<file path="config.mk">
export PLATFORM = sky130hd
export DESIGN_NAME = writeback_stage
export DESIGN_NICKNAME = d
export VERILOG_FILES = /design/src/rtl/writeback_stage_pkg.sv /design/src/rtl/writeback_stage_fifo.sv /design/src/rtl/writeback_stage.sv
export SDC_FILE = /design/constraint.sdc
export NUM_CORES = 1
export LEC_CHECK = 0
export CAP_MARGIN = 0
export CORE_AREA = 2 2 124 246
export CTS_BUF_LIST = sky130_fd_sc_hd__clkbuf_4 sky130_fd_sc_hd__clkbuf_8
export CTS_CLUSTER_SIZE = 24
export DETAILED_ROUTE_END_ITERATION = 6
export DIE_AREA = 0 0 126 248
export HOLD_SLACK_MARGIN = 0.03
export SLEW_MARGIN = 30
export SYNTH_ARGS = -nofsm -noshare
export SYNTH_HDL_FRONTEND = slang
export SYNTH_SLANG_ARGS = --single-unit
</file>
<file path="constraint.sdc">
create_clock -name clk -period 4 [get_ports clk]
set_clock_uncertainty 0.2 [all_clocks]
set_input_delay 0.6 -clock clk [delete_from_list [all_inputs] [get_ports clk]]
set_output_delay 0.6 -clock clk [all_outputs]
set_load 0.05 [all_outputs]
</file>
<file path="src/rtl/writeback_stage_pkg.sv">
// Shared types for the writeback stage: scalar aliases (common_pkg) and the
// pipeline records, op codes and FSM state enum (pipes_pkg).
package common_pkg;
  typedef logic        u1;
  typedef logic [63:0] u64;
endpackage

package pipes_pkg;
  import common_pkg::*;

  // FLUSH is zero so an all-zero record is a bubble.
  typedef enum logic [1:0] {
    FLUSH = 2'd0,
    ALU   = 2'd1,
    HALT  = 2'd2
  } op_t;

  typedef struct packed {
    u64          pc;
    op_t         op;
    logic [4:0]  dst;
    u64          result;
    u1           wen;
  } memory_data_t;

  typedef struct packed {
    u64          pc;
    op_t         op;
    logic [4:0]  dst;
    u64          result;
    u1           wen;
  } writeback_data_t;

  typedef enum logic {
    RUN    = 1'b0,
    HALTED = 1'b1
  } wb_state_t;

  localparam writeback_data_t WB_BUBBLE = '0;

  function automatic writeback_data_t to_wb(input memory_data_t m);
    writeback_data_t w;
    w.pc     = m.pc;
    w.op     = m.op;
    w.dst    = m.dst;
    w.result = m.result;
    w.wen    = m.wen;
    return w;
  endfunction
endpackage

</file>
<file path="src/rtl/writeback_stage_fifo.sv">
// wb_skid_fifo: 2-entry FIFO holding memory-stage records while the
// register-file port is stalled. Pointers are 1 bit and wrap at 2.
module wb_skid_fifo
  import pipes_pkg::*;
(
  input  logic         clk,
  input  logic         reset,
  input  logic         clear,
  input  logic         push,
  input  logic         pop,
  input  memory_data_t din,
  output memory_data_t head,
  output logic         full,
  output logic         empty
);
  memory_data_t mem [2];
  logic         wr_ptr;
  logic         rd_ptr;
  logic [1:0]   count;

  assign head  = mem[rd_ptr];
  assign full  = (count == 2'd2);
  assign empty = (count == 2'd0);

  // Storage: data only, no reset needed because count gates its use.
  always_ff @(posedge clk) begin
    if (push) mem[wr_ptr] <= din;
  end

  // Pointers and occupancy; clear drops everything held.
  always_ff @(posedge clk) begin
    if (reset || clear) begin
      wr_ptr <= 1'b0;
      rd_ptr <= 1'b0;
      count  <= 2'd0;
    end else begin
      if (push) wr_ptr <= ~wr_ptr;
      if (pop)  rd_ptr <= ~rd_ptr;
      count <= count + 2'(push) - 2'(pop);
    end
  end
endmodule

</file>
<file path="src/rtl/writeback_stage.sv">
// writeback_stage: MEM->WB pipeline register and commit producer.
// Emits one writeback_data_t per cycle on dataW (op FLUSH = bubble), drives
// the register-file write port, counts retired instructions and freezes on
// HALT until reset.
// Optional feature macro WB_SKID_EN: 2-entry skid FIFO plus rf_stall input.
//
// Handshake: dataM transfers on a rising edge when valid_m && ready_w.
// ready_w depends only on registered state (FSM state, FIFO occupancy), never
// on valid_m; a same-cycle flush drops the offered record.
module writeback_stage
  import common_pkg::*;
  import pipes_pkg::*;
#(
  parameter int NREG  = 32,
  parameter int CNT_W = 64
) (
  input  logic                     clk,
  input  logic                     reset,
`ifdef WB_SKID_EN
  input  logic                     rf_stall,
`endif
  input  memory_data_t             dataM,
  input  logic                     valid_m,
  output logic                     ready_w,
  input  logic                     flush,
  output writeback_data_t          dataW,
  output logic                     rf_wen,
  output logic [$clog2(NREG)-1:0]  rf_waddr,
  output logic [63:0]              rf_wdata,
  output logic [CNT_W-1:0]         instret,
  output logic                     halted
);
  wb_state_t        state_q, state_d;
  logic             buf_full;
  logic             advance;      // output register loads a new record
  logic             push;         // handshake transfer this cycle
  logic             take;         // a real record moves into dataW
  memory_data_t     cand;         // record that would move into dataW
  logic             cand_valid;
  writeback_data_t  data_w_d;
  logic             rf_wen_q, rf_wen_d;
  logic [CNT_W-1:0] instret_d;

  assign ready_w = (state_q == RUN) && !buf_full;
  assign push    = valid_m && ready_w && !flush;
  assign halted  = (state_q == HALTED);

`ifdef WB_SKID_EN
  logic         fifo_push, fifo_pop, fifo_full, fifo_empty;
  memory_data_t fifo_head;

  // A stalled port holds dataW; an empty FIFO lets the input bypass straight
  // into dataW so the unstalled latency stays at one cycle.
  assign advance    = !rf_stall;
  assign buf_full   = fifo_full;
  assign cand       = fifo_empty ? dataM : fifo_head;
  assign cand_valid = fifo_empty ? push : 1'b1;
  assign fifo_pop   = take && !fifo_empty;
  assign fifo_push  = push && !(take && fifo_empty);
  assign rf_wen     = rf_wen_q && !rf_stall;

  wb_skid_fifo u_fifo (
    .clk   (clk),
    .reset (reset),
    .clear (flush && (state_q == RUN)),
    .push  (fifo_push),
    .pop   (fifo_pop),
    .din   (dataM),
    .head  (fifo_head),
    .full  (fifo_full),
    .empty (fifo_empty)
  );
`else
  // Single entry that drains every cycle, so it is never full.
  assign advance    = 1'b1;
  assign buf_full   = 1'b0;
  assign cand       = dataM;
  assign cand_valid = push;
  assign rf_wen     = rf_wen_q;
`endif

  assign take     = advance && cand_valid && !flush && (state_q == RUN);
  assign rf_waddr = dataW.dst;
  assign rf_wdata = dataW.result;

  // FSM state register.
  always_ff @(posedge clk) begin
    if (reset) state_q <= RUN;
    else       state_q <= state_d;
  end

  // Next state, next output record and retire count.
  always_comb begin
    state_d   = state_q;
    data_w_d  = dataW;
    rf_wen_d  = rf_wen_q;
    instret_d = instret + CNT_W'(advance && (dataW.op != FLUSH));
    if (advance) begin
      data_w_d = WB_BUBBLE;
      rf_wen_d = 1'b0;
      if (take) begin
        data_w_d = to_wb(cand);
        rf_wen_d = (cand.op != FLUSH) && cand.wen && (cand.dst != 5'd0);
        if (cand.op == HALT) state_d = HALTED;
      end
    end
  end

  // Output register and retired-instruction counter.
  always_ff @(posedge clk) begin
    if (reset) begin
      dataW    <= WB_BUBBLE;
      rf_wen_q <= 1'b0;
      instret  <= '0;
    end else begin
      dataW    <= data_w_d;
      rf_wen_q <= rf_wen_d;
      instret  <= instret_d;
    end
  end
endmodule
</file>
### After elaboration in Yosys (flattened, before gate mapping)

Cells that the tools add are included.
Widths: inputs -> output; s select.

| cells by class | value |
|---|---|
| add/sub/neg operators | 1 |
| equality and inequality tests | 1 |
| bitwise gates (word level) | 2 |
| reduce and logical (&&, ||, !) cells | 12 |

Operator list:

| operator | number |
|---|---|
| $add 64x1->64 | 1 |
| $logic_and 1x1->1 | 6 |
| $reduce_bool 5->1 | 1 |
| $reduce_bool 2->1 | 2 |
| $eq 2x2->1 const B | 1 |
| $not 1->1 | 2 |
| $reduce_and 2->1 | 1 |
| $reduce_or 2->1 | 1 |
| $logic_not 1->1 | 1 |

| storage, ports and cells | value |
|---|---|
| register bits | 202 |
| input bits | 140 |
| output and inout bits | 272 |
| word-level logic and storage cells | 24 |

### Depth between registers and ports, before layout

Gate-level depths: netlist of run 1.

| depth | value |
|---|---|
| word-level depth | 7 |
| gate-level depth with buffers | 9 |
| depth with buffers taken out | 8 |

### Worst setup path after synthesis of run 1

Ideal clock, no wire load.

| timing | value |
|---|---|
| path kind | reg-to-reg |
| start point | register dataW[71] in the netlist's numbering |
| end point | register instret[56] |
| setup time | 71 ps |
| arrival time | 2867 ps |
| data required time | 3729 ps |
| setup slack | 863 ps |
| cell stages (with the launch flop) | 10 |
| buffers on the path | 1 |
| clock period less this slack | 3137 ps |
| cells stage by stage | dfxtp_1 -> or2_2 -> ha_1 -> ha_1 -> nand4_2 -> or3_4 -> or4_4 -> buf_6 -> or3_1 -> a21oi_1 |

| between the ends | value |
|---|---|
| longest elaborated chain between the ends | 2 |

Ends and longest elaborated chain:

| what | RTL line | RTL |
|---|---|---|
| start: declaration | writeback_stage.sv:26 | `output writeback_data_t dataW,` |
| start signal: assignment | writeback_stage.sv:116 | `dataW <= data_w_d;` |
| $reduce_bool 2->1 | writeback_stage.sv:97 | `instret_d = instret + CNT_W'(advance && (dataW.op != FLUSH));` |
| $add 64x1->64 | writeback_stage.sv:97 |  |
| end signal: assignment | writeback_stage.sv:118 | `instret <= instret_d;` |
| end: declaration | writeback_stage.sv:30 | `output logic [CNT_W-1:0] instret,` |

Every way passes these cells.
A chain may end at the register's enable or synchronous reset.

### Worst setup path in the final report of run 1

| timing | value |
|---|---|
| start point | register dataW[70] in the netlist's numbering |
| end point | register instret[62] |

Same word-level chain as after synthesis.

==> results.md, run 1 <==
* Synthesis warning total at 0
* H-tree depth at 1
* # hold bufs at CTS at 0
* Power density over cell area at 364 nW/um^2
* Postcts setup bufs at 0
* Main synth FF type: dfxtp_1
* Fin area at roughly 12000 um^2
* Crit Path Max Fanout at 8
* Per-cell routed wire length at around 18 um
* Final setup violation count at 0
* Met3 Wirelength at 2700 um
* Cells resized by post-CTS repair at 0
* Initial antenna violation count at 4
* Post-synth top area share at 0.558
* Detailed Route Iter0 Violations at about 170
* Final Core Density at 0.405
* Post-DP Area at 11300 um^2
* Most common cell after layout, fill and taps aside: clkdlybuf4s50_1
* Routed metal-1 wire length at slightly above 8000 um
* Vias/cell at between 4 and 5
* Register area at roughly 4000 um^2
* Clock power frac at 0.403
* R2R Path End: instret[62]$_SDFF_PP0_
* Met2 wire len at approximately 14000 um
* Internal power at about 3.3 mW
* Clk root buf: clkbuf_8
* Sum of negative setup slack at 0 ps
* Synthesis-to-finish area growth at 64.5%
* Pre-CTS setup slack at 946 ps
* Syn nets at 863
* Asr flop ratio synth at 0
* Critical path class: flip-flop to flip-flop
* Status: completed
* Total clock sinks at approximately 200
* Worst Setup EP: instret[62]$_SDFF_PP0_
* Critical Path Start Type: flip-flop
* Vias post-DR at 6250
* Sw power at ~1.1 mW
* Placement row count at 89
* GRT overflow at 0
* Clock-pin slew on the worst setup and hold paths at around 60 ps
* Clock buffer depth at 3
* Critical path cell sequence: or2_2 > ha_1 > ha_1 > nand4_2 > nor4_1 > nand4_1 > or3_1 > a21oi_1
* Period minus WS final at 2970 ps
* Synth top area cells: dfxtp_1 56%, and2_1 12%, buf_4 7.2%
* Pleak at 4.29 nW
* F_max at roughly 0.34 GHz
* RR Startpoint: dataW[70]$_SDFF_PP0_
* Most used cell, CP: ha_1
* Worst setup path start: dataW[70]$_SDFF_PP0_
* Top layer in use: met5
* Routed Antenna Nets at 0
* Worst setup margin at 1030 ps
* Yosys reg bits at 202
* Sw frac at 0.251
* Die X at about 130 um
* Die area at ~31000 um^2
* Area occupied by multi-input gates at ~2600 um^2
* CTS buffer count at 31
* Fin Hold WS at around 230 ps
* Data arrival, critical path at about 3300 ps
* CP peak stage delay at ~730 ps
* Nets at 1221
* Hold crit path type: input port to flip-flop
* Pins Over Slew Limit at 0
* Comb pwr share at 0.119
* Synth unique cells at 39
* Flop pwr share at 0.477
* Max Cap Violations at 0
* DP HPWL at 20300 um
* Maximum VDD drop at between 0.0002 and 0.00025 V
* TritonRoute pass-1 iters at 4
* CTS tree: built
* Vias in the first global route at ~6400
* Tightest Pin Transition at between 700 and 800 ps
* Post-synthesis sequential area ratio at 0.558
* Leading area contributor after synthesis: dfxtp_1
* Endpoint class of the critical path: flip-flop
* Final Power at about 4.3 mW
* Share of layout cells above drive strength 1 at 0.0693
* Fin cells at ~1500
* Layout fillers at a little under 3000
* Die height at roughly 250 um
* DR DRC count at 0
* Post-synth EDFFs at 0
* Depth of the worst register-to-register path at 8
* Gate Count Post-Synth at between 700 and 800
* Worst-Skew Late Latency at about 570 ps
* RSZ-0062 raised after global routing: no
* Largest net degree at the start of global routing at 66
* Initial Util at 0.246
* Worst path slowest cell: nor4_1
* CP required at 4290 ps
* Fin crit share at 0.744
* Total track usage at 0.156
* Avg Cell Area, Syn at around 10 um^2
* R2r setup slk at a little over 1000 ps
* First-pass GRT wire length at 37200 um
* Routed wire length at 25600 um
* I/O Buffers at ~410
* Final hold vios at 0
* Leading cell types in the layout, fill and taps excluded: 410 x clkdlybuf4s50_1, 202 x dfxtp_1, 140 x and2_1
* Boundary Pins at ~400
* Slew margin rel. at 0.476
* Gpl congestion at 0.819
* Synthesized area at a little over 7000 um^2
* Placeable Area at between 20000 and 30000 um^2
* Cell count after placement at 1409
[layer usage]
metal,vias to the layer above,global-route usage
met5,-,0
met1,2831,0.140
met2,311,0.297
met3,59,0.0666
li1,3043,-
met4,6,0.0688
[layout make-up]
cell class                      instances  area share
Sequential cell                       202       0.339
Tap cell                              364      0.0382
Antenna cell                            1    0.000210
Timing Repair Buffer                  422       0.354
Clock inverter                          5     0.00420
Clock buffer                           45      0.0478
Inverter                                6     0.00189
Multi-Input combinational cell        416       0.214
[worst min path at each step]
stage | start | endpoint | cells past startpoint
2_1_floorplan | instret[63]$_SDFF_PP0_ | instret[63]$_SDFF_PP0_ | 2
3_3_place_gp | instret[63]$_SDFF_PP0_ | instret[63]$_SDFF_PP0_ | 2
3_5_place_dp | instret[63]$_SDFF_PP0_ | instret[63]$_SDFF_PP0_ | 2
4_1_cts | reset | dataW[117]$_SDFF_PP0_ | 3
5_1_grt | reset | dataW[71]$_SDFF_PP0_ | 3
6_report | reset | dataW[70]$_SDFF_PP0_ | 3
[state kept, by name, indices dropped and copies added, names as in the netlist]
signal	cells
rf_wen	1
instret	64
dataW	67
rf_wdata	64
rf_waddr	5
halted	1
[worst max-delay path, delay by kind of cell, from the launching register on]
kind	cells	cell delay, ps
AOI/OAI and AO/OA	1	140
DFF	1	330
adders and majority gates	2	410
and+or+nand+nor	5	1820
[power groups by stage]
stage	combinational [mW]	sequential, mW	clock, mW
final	0.517	2.07	1.75
after detailed placement	0.522	2.12	0
after CTS	0.523	2.07	1.84
after floorplan	0.140	2.25	0
after global placement	0.521	2.12	0
after global routing	0.541	2.07	1.92
[cells by family (layout without fill, tap and decap cells)]
| logic type | Yosys count | in the layout | share of synthesized area |
|---|---|---|---|
| compound gates | 58 | 58 | 0.0449 |
| xor+xnor | 34 | 34 | 0.0411 |
| fa+ha+maj | 2 | 2 | 0.00345 |
| buf+inv | 103 | 478 | 0.0903 |
| flops | 202 | 202 | 0.558 |
| other cells | 0 | 1 | 0 |
| simple gates | 322 | 322 | 0.262 |
[synth_stat cells (all sizes together) (2+ instances only)]
master / n
o31ai: 6
nor3: 7
dfxtp: 202
nor2b: 2
nand3: 30
nand3b: 2
and3: 5
xnor2: 17
and2: 140
and4: 6
or2: 2
nor2: 43
ha: 2
nand4: 23
nor4: 9
clkbuf: 22
buf: 75
or3: 19
a21oi: 28
inv: 6
xor2: 17
o21ai: 20
or4: 9
nand2: 22
Power figures use the tool's default switching activity.
==> run 2: changes to the inputs <==
Clock period 4 ns to 2.6 ns, I/O delays scaled along.
==> results.md, run 2 (synthesized netlist as in run 1, its figures left out) <==
* Status: completed (unchanged)
* Synthesis-to-finish area growth at 68.0% (was 64.5%)
* # hold bufs at CTS at 0 (unchanged)
* Max reg flops at 67 (unchanged)
* Initial antenna violation count at 1 (was 4)
* Largest Register: dataW (unchanged)
* H-tree depth at 1 (unchanged)
* Vias post-DR at 6306 (was 6250)
* First-pass GRT wire length at 35900 um (was 37200 um)
* F_max at 0.396 GHz (was 0.336 GHz)
* Total track usage at 0.149 (was 0.156)
* Share of layout cells above drive strength 1 at 0.106 (was 0.0693)
* Post-DP Area at 11500 um^2 (was 11300 um^2)
* CP required at 2880 ps (was 4290 ps)
* Gpl congestion at 0.796 (was 0.819)
* Fin cells at 1484 (was 1461)
* Per-cell routed wire length at 16.8 um (was 17.5 um)
* Depth of the worst register-to-register path at 10 (was 8)
* Data arrival, critical path at 2800 ps (was 3260 ps)
* RR Startpoint: dataW[70]$_SDFF_PP0_ (unchanged)
* Routed Antenna Nets at 0 (unchanged)
* Crit path max-delay family: simple AND/OR/NAND/NOR gates (unchanged)
* Most common cell after layout, fill and taps aside: clkdlybuf4s50_1 (unchanged)
* Largest net degree at the start of global routing at 93 (was 66)
* Detailed Route Iter0 Violations at 185 (was 165)
* Worst-Skew Late Latency at 570 ps (about the same)
* Worst path slowest cell: nor4_2 (was nor4_1)
* Pins Over Slew Limit at 0 (unchanged)
* Pleak at 4.43 nW (was 4.29 nW)
* CP peak stage delay at 410 ps (was 730 ps)
* Initial Util at 0.246 (unchanged)
* Placeable Area at 29400 um^2 (unchanged)
* Die X at 126 um (unchanged)
* Crit path buf inv count at 2 (was 0)
* Leading cell types in the layout, fill and taps excluded: 409 x clkdlybuf4s50_1, 190 x dfxtp_1, 140 x and2_1 (was 410 x clkdlybuf4s50_1, 202 x dfxtp_1, 140 x and2_1)
* Fin crit share at 0.971 (was 0.744)
* Clock-pin slew on the worst setup and hold paths at 60 ps (about the same)
* Vias/cell at 4.25 (was 4.28)
* DP HPWL at 19600 um (was 20300 um)
* Layout fillers at 2907 (was 2947)
* Clk root buf: clkbuf_8 (unchanged)
* Final setup violation count at 0 (unchanged)
* R2R Path End: instret[58]$_SDFF_PP0_ (was instret[62]$_SDFF_PP0_)
* CTS tree: built (unchanged)
* Maximum VDD drop at 0.000372 V (was 0.000222 V)
* GRT overflow at 0 (unchanged)
* Power density over cell area at 551 nW/um^2 (was 364 nW/um^2)
* WHS Path Cells at 4 (was 3)
* Tightest Pin Transition at 761 ps (was 779 ps)
* Boundary Pins at 412 (unchanged)
* Period minus WS final at 2520 ps (was 2970 ps)
* I/O Buffers at 411 (unchanged)
* Vias in the first global route at 6308 (was 6365)
* DR DRC count at 0 (unchanged)
* Hold EP: rf_waddr[0]$_SDFF_PP0_ (was dataW[70]$_SDFF_PP0_)
* R2r setup slk at 80 ps (was 1030 ps)
* Placement row count at 89 (unchanged)
* Fin area at 12200 um^2 (was 11900 um^2)
* Max Cap Violations at 0 (unchanged)
* TritonRoute pass-1 iters at 4 (unchanged)
* HP Start: reset (unchanged)
* Die height at 248 um (unchanged)
* Critical path class: flip-flop to flip-flop (unchanged)
* Total clock sinks at 202 (unchanged)
* Crit Path Max Fanout at 8 (unchanged)
* Die area at 31200 um^2 (unchanged)
* Final hold vios at 0 (unchanged)
* Nets at 1242 (was 1221)
* Cell count after placement at 1430 (was 1409)
* Critical Path Start Type: flip-flop (unchanged)
* Routed wire length at 24900 um (was 25600 um)
* Endpoint class of the critical path: flip-flop (unchanged)
* Hold crit path type: input port to flip-flop (unchanged)
* Clock buffer depth at 3 (unchanged)
* Slew margin rel. at 0.493 (was 0.476)
* Critical path cell sequence: or2_4 > ha_4 > ha_4 > nand4_4 > buf_4 > nor4_2 > nand4_1 > buf_4 > or3_1 > a21oi_1 (was or2_2 > ha_1 > ha_1 > nand4_2 > nor4_1 > nand4_1 > or3_1 > a21oi_1)
* CTS buffer count at 29 (was 31)
* RSZ-0062 raised after global routing: yes (was no)
==> run 2: what timing repair did <==
item	4_1_cts	5_1_grt
hold endpoints to repair	0	0
cloned	0	0
resized for setup	2	6
pin swaps	0	2
setup buffers	0	3
setup endpoints to repair	5	9
==> run 2: worst register-to-register path: stages (launching register included) <==
cell,delay (ps)
dfxtp_4,340
or2_4,120
ha_4,140
ha_4,150
nand4_4,100
buf_4,160
nor4_2,410
nand4_1,140
buf_4,190
or3_1,350
a21oi_1,150
==> run 2: worst max path at each step <==
stage                              to                  from  cells past startpoint  slack, ps
3_5_place_dp   instret[58]$_SDFF_PP0_  dataW[70]$_SDFF_PP0_                      9       -140
2_1_floorplan  instret[56]$_SDFF_PP0_  dataW[70]$_SDFF_PP0_                      9        -20
3_3_place_gp   instret[58]$_SDFF_PP0_  dataW[70]$_SDFF_PP0_                      9        -40
6_report       instret[58]$_SDFF_PP0_  dataW[70]$_SDFF_PP0_                     10         80
4_1_cts        instret[58]$_SDFF_PP0_  dataW[70]$_SDFF_PP0_                      9        -20
5_1_grt        instret[46]$_SDFF_PP0_  dataW[70]$_SDFF_PP0_                      8        -20
==> run 2: through the flow <==
stage / setup slack, ps / power [mW] / setup TNS (ps) / hold slack (ps) / util
after floorplan: -24.0 / 3.67 / -29.7 / 311 / -
after global placement: -37.7 / 4.05 / -148 / 267 / 0.391
after detailed placement: -135 / 4.05 / -507 / 274 / 0.391
after CTS: -16.3 / 6.84 / -16.3 / 98.2 / 0.412
after global routing: -18.1 / 6.98 / -47.9 / 125 / 0.414
final: 75.6 / 6.70 / 0 / 154 / 0.414
==> run 2: area by class of cell <==
| class | instances | area, um^2 | share of cell area |
|---|---|---|---|
| clock buffer | 42 | 534 | 0.0439 |
| clock inverter | 8 | 90.1 | 0.00740 |
| tap | 364 | 455 | 0.0374 |
| timing repair buffer | 445 | 4380 | 0.360 |
| sequential | 202 | 4060 | 0.334 |
| antenna | 1 | 2.50 | 0.000206 |
| multi-input combinational | 416 | 2620 | 0.215 |
| inverter | 6 | 22.5 | 0.00185 |
==> run 2: per-layer routing <==
layer	routed length (um)	track usage	vias to the layer above
li1	-	-	3083
met1	8120	0.140	2886
met4	1040	0.0743	0
met5	0	0	-
met2	13800	0.290	285
met3	1870	0.0414	52
==> run 2: power breakdown <==
group	internal [mW]	switching [mW]
Clock	1.51	1.22
Sequential	3.15	0.0312
Combinational	0.358	0.433
==> run 3: changes to the inputs <==
Settings changed: ABC_AREA set to 0, TNS_END_PERCENT set to 1.
==> results.md, run 3 (synthesized netlist as in run 1, its figures left out) <==
* Failing checks: setup timing
* Boundary Pins at 412 (unchanged)
* Max reg flops at 67 (unchanged)
* Total track usage at 0.156 (was 0.149)
* Total clock sinks at 202 (unchanged)
* HP Start: dataM[80] (was reset)
* Data arrival, critical path at 2920 ps (was 2800 ps)
* Hold crit path type: input port to flip-flop (unchanged)
* CTS tree: built (unchanged)
* Crit Path Max Fanout at 11 (was 8)
* I/O Buffers at 411 (unchanged)
* CTS buffer count at 31 (was 29)
* Slew margin rel. at 0.511 (was 0.493)
* TritonRoute pass-1 iters at 5 (was 4)
* Max Cap Violations at 0 (unchanged)
* Per-cell routed wire length at 17.4 um (was 16.8 um)
* Die X at 126 um (unchanged)
* Clk root buf: clkbuf_8 (unchanged)
* Initial Util at 0.246 (unchanged)
* Period minus WS final at 2600 ps (was 2520 ps)
* Critical Path Start Type: flip-flop (unchanged)
* Vias post-DR at 6353 (was 6306)
* Gpl congestion at 0.803 (was 0.796)
* Synthesis-to-finish area growth at 68.9% (was 68.0%)
* Vias/cell at 4.26 (was 4.25)
* H-tree depth at 1 (unchanged)
* Die area at 31200 um^2 (unchanged)
* CP required at 2920 ps (was 2880 ps)
* Routed Antenna Nets at 0 (unchanged)
* Fin crit share at 1.00 (was 0.971)
* Tightest Pin Transition at 730 ps (was 761 ps)
* GRT overflow at 0 (unchanged)
* Clock buffer depth at 3 (unchanged)
* Final Power at 6.88 mW (was 6.70 mW)
* Worst setup path start: dataW[70]$_SDFF_PP0_ (unchanged)
* Sum of negative setup slack at -3.47 ps (was 0 ps)
* Nets at 1246 (was 1242)
* RSZ-0062 raised after global routing: yes (unchanged)
* Most common cell after layout, fill and taps aside: clkdlybuf4s50_1 (unchanged)
* RR Startpoint: dataW[70]$_SDFF_PP0_ (unchanged)
* Placement row count at 89 (unchanged)
* Worst-Skew Late Latency at 590 ps (was 570 ps)
* Critical path class: flip-flop to flip-flop (unchanged)
* Pleak at 4.50 nW (was 4.43 nW)
* Die height at 248 um (unchanged)
* Pins Over Slew Limit at 0 (unchanged)
* Clock-pin slew on the worst setup and hold paths at 70 ps (was 60 ps)
* Endpoint class of the critical path: flip-flop (unchanged)
* Detailed Route Iter0 Violations at 217 (was 185)
* Leading cell types in the layout, fill and taps excluded: 405 x clkdlybuf4s50_1, 191 x dfxtp_1, 140 x and2_1 (was 409 x clkdlybuf4s50_1, 190 x dfxtp_1, 140 x and2_1)
* M3 GR Usage at 0.0675 (was 0.0414)
* Final setup violation count at 1 (was 0)
* Maximum VDD drop at 0.000413 V (was 0.000372 V)
* DR DRC count at 0 (unchanged)
* Initial antenna violation count at 6 (was 1)
* Largest Register: dataW (unchanged)
* Placeable Area at 29400 um^2 (unchanged)
* F_max at 0.384 GHz (was 0.396 GHz)
* Met2 Usage GRT at 0.300 (was 0.290)
* Worst setup margin at -3.47 ps (was 75.6 ps)
* Met1 usage in global routing at 0.146 (was 0.140)
* Share of layout cells above drive strength 1 at 0.109 (was 0.106)
* GRT Max-Usage Layer: met2 (unchanged)
* Final hold vios at 0 (unchanged)
* Power density over cell area at 562 nW/um^2 (was 551 nW/um^2)
* First-pass GRT wire length at 37300 um (was 35900 um)
* Status: finished with violations (was completed)
* Routed wire length at 25900 um (was 24900 um)
* Vias in the first global route at 6331 (was 6308)
* DP HPWL at 20400 um (was 19600 um)
* Largest net degree at the start of global routing at 66 (was 93)
-- run 3: per-layer routing --
layer	share of wire	wire, um
met3	0.10	2700
met2	0.56	14400
met1	0.32	8200
met4	0.022	560
met5	0.0021	54
-- run 3: through the flow --
stage	cells	util	hold WS [ps]	instance area, um^2	setup slack [ps]
global placement	1433	0.392	285	11500	-54.6
global route	1492	0.416	109	12200	-109
finish	1492	0.416	152	12200	-3.47
detailed placement	1433	0.392	288	11500	-157
floorplan	721	-	311	7300	-25.0
CTS	1489	0.415	88.3	12200	-42.5
-- run 3: what timing repair did --
action | CTS | global route
endpoints found under the hold margin | 1 | 0
gates resized for setup | 2 | 3
pin swaps | 0 | 1
setup endpoints to repair | 6 | 7
buffers inserted | 0 | 1
hold buffers | 1 | 0
-- run 3: critical path, stage by stage, from the launching register on --
cell and delay (ps):
dfxtp_4 340, or2_4 120, ha_4 140, ha_4 160
nand4_4 100, or3_4 340, or4_4 500, or4_1 490
a21oi_1 150
-- run 3: path summary, 6_finish.rpt --
kind / slack (ps) / depth (start not counted) / end
hold reg to reg: 290 / 2 / instret[59]$_SDFF_PP0_
setup reg to reg: -3 / 8 / instret[46]$_SDFF_PP0_
setup / recovery: -3 / 8 / instret[46]$_SDFF_PP0_
hold / removal: 150 / 2 / dataW[80]$_SDFF_PP0_
-- run 3: report_power, final --
group          switching [mW]  total [mW]  internal, mW
Combinational           0.438       0.801         0.363
Sequential             0.0300        3.18          3.15
Clock                    1.29        2.90          1.60
-- run 3: area by class of cell --
cell class	instances	area, um^2
flip-flops and latches	202	4060
well taps	364	455
fillers	2899	17200
diodes	2	5.00
repair buffers	447	4400
clock inverters	6	58.8
inverters	6	22.5
multi-input cells	416	2610
clock buffers	49	618
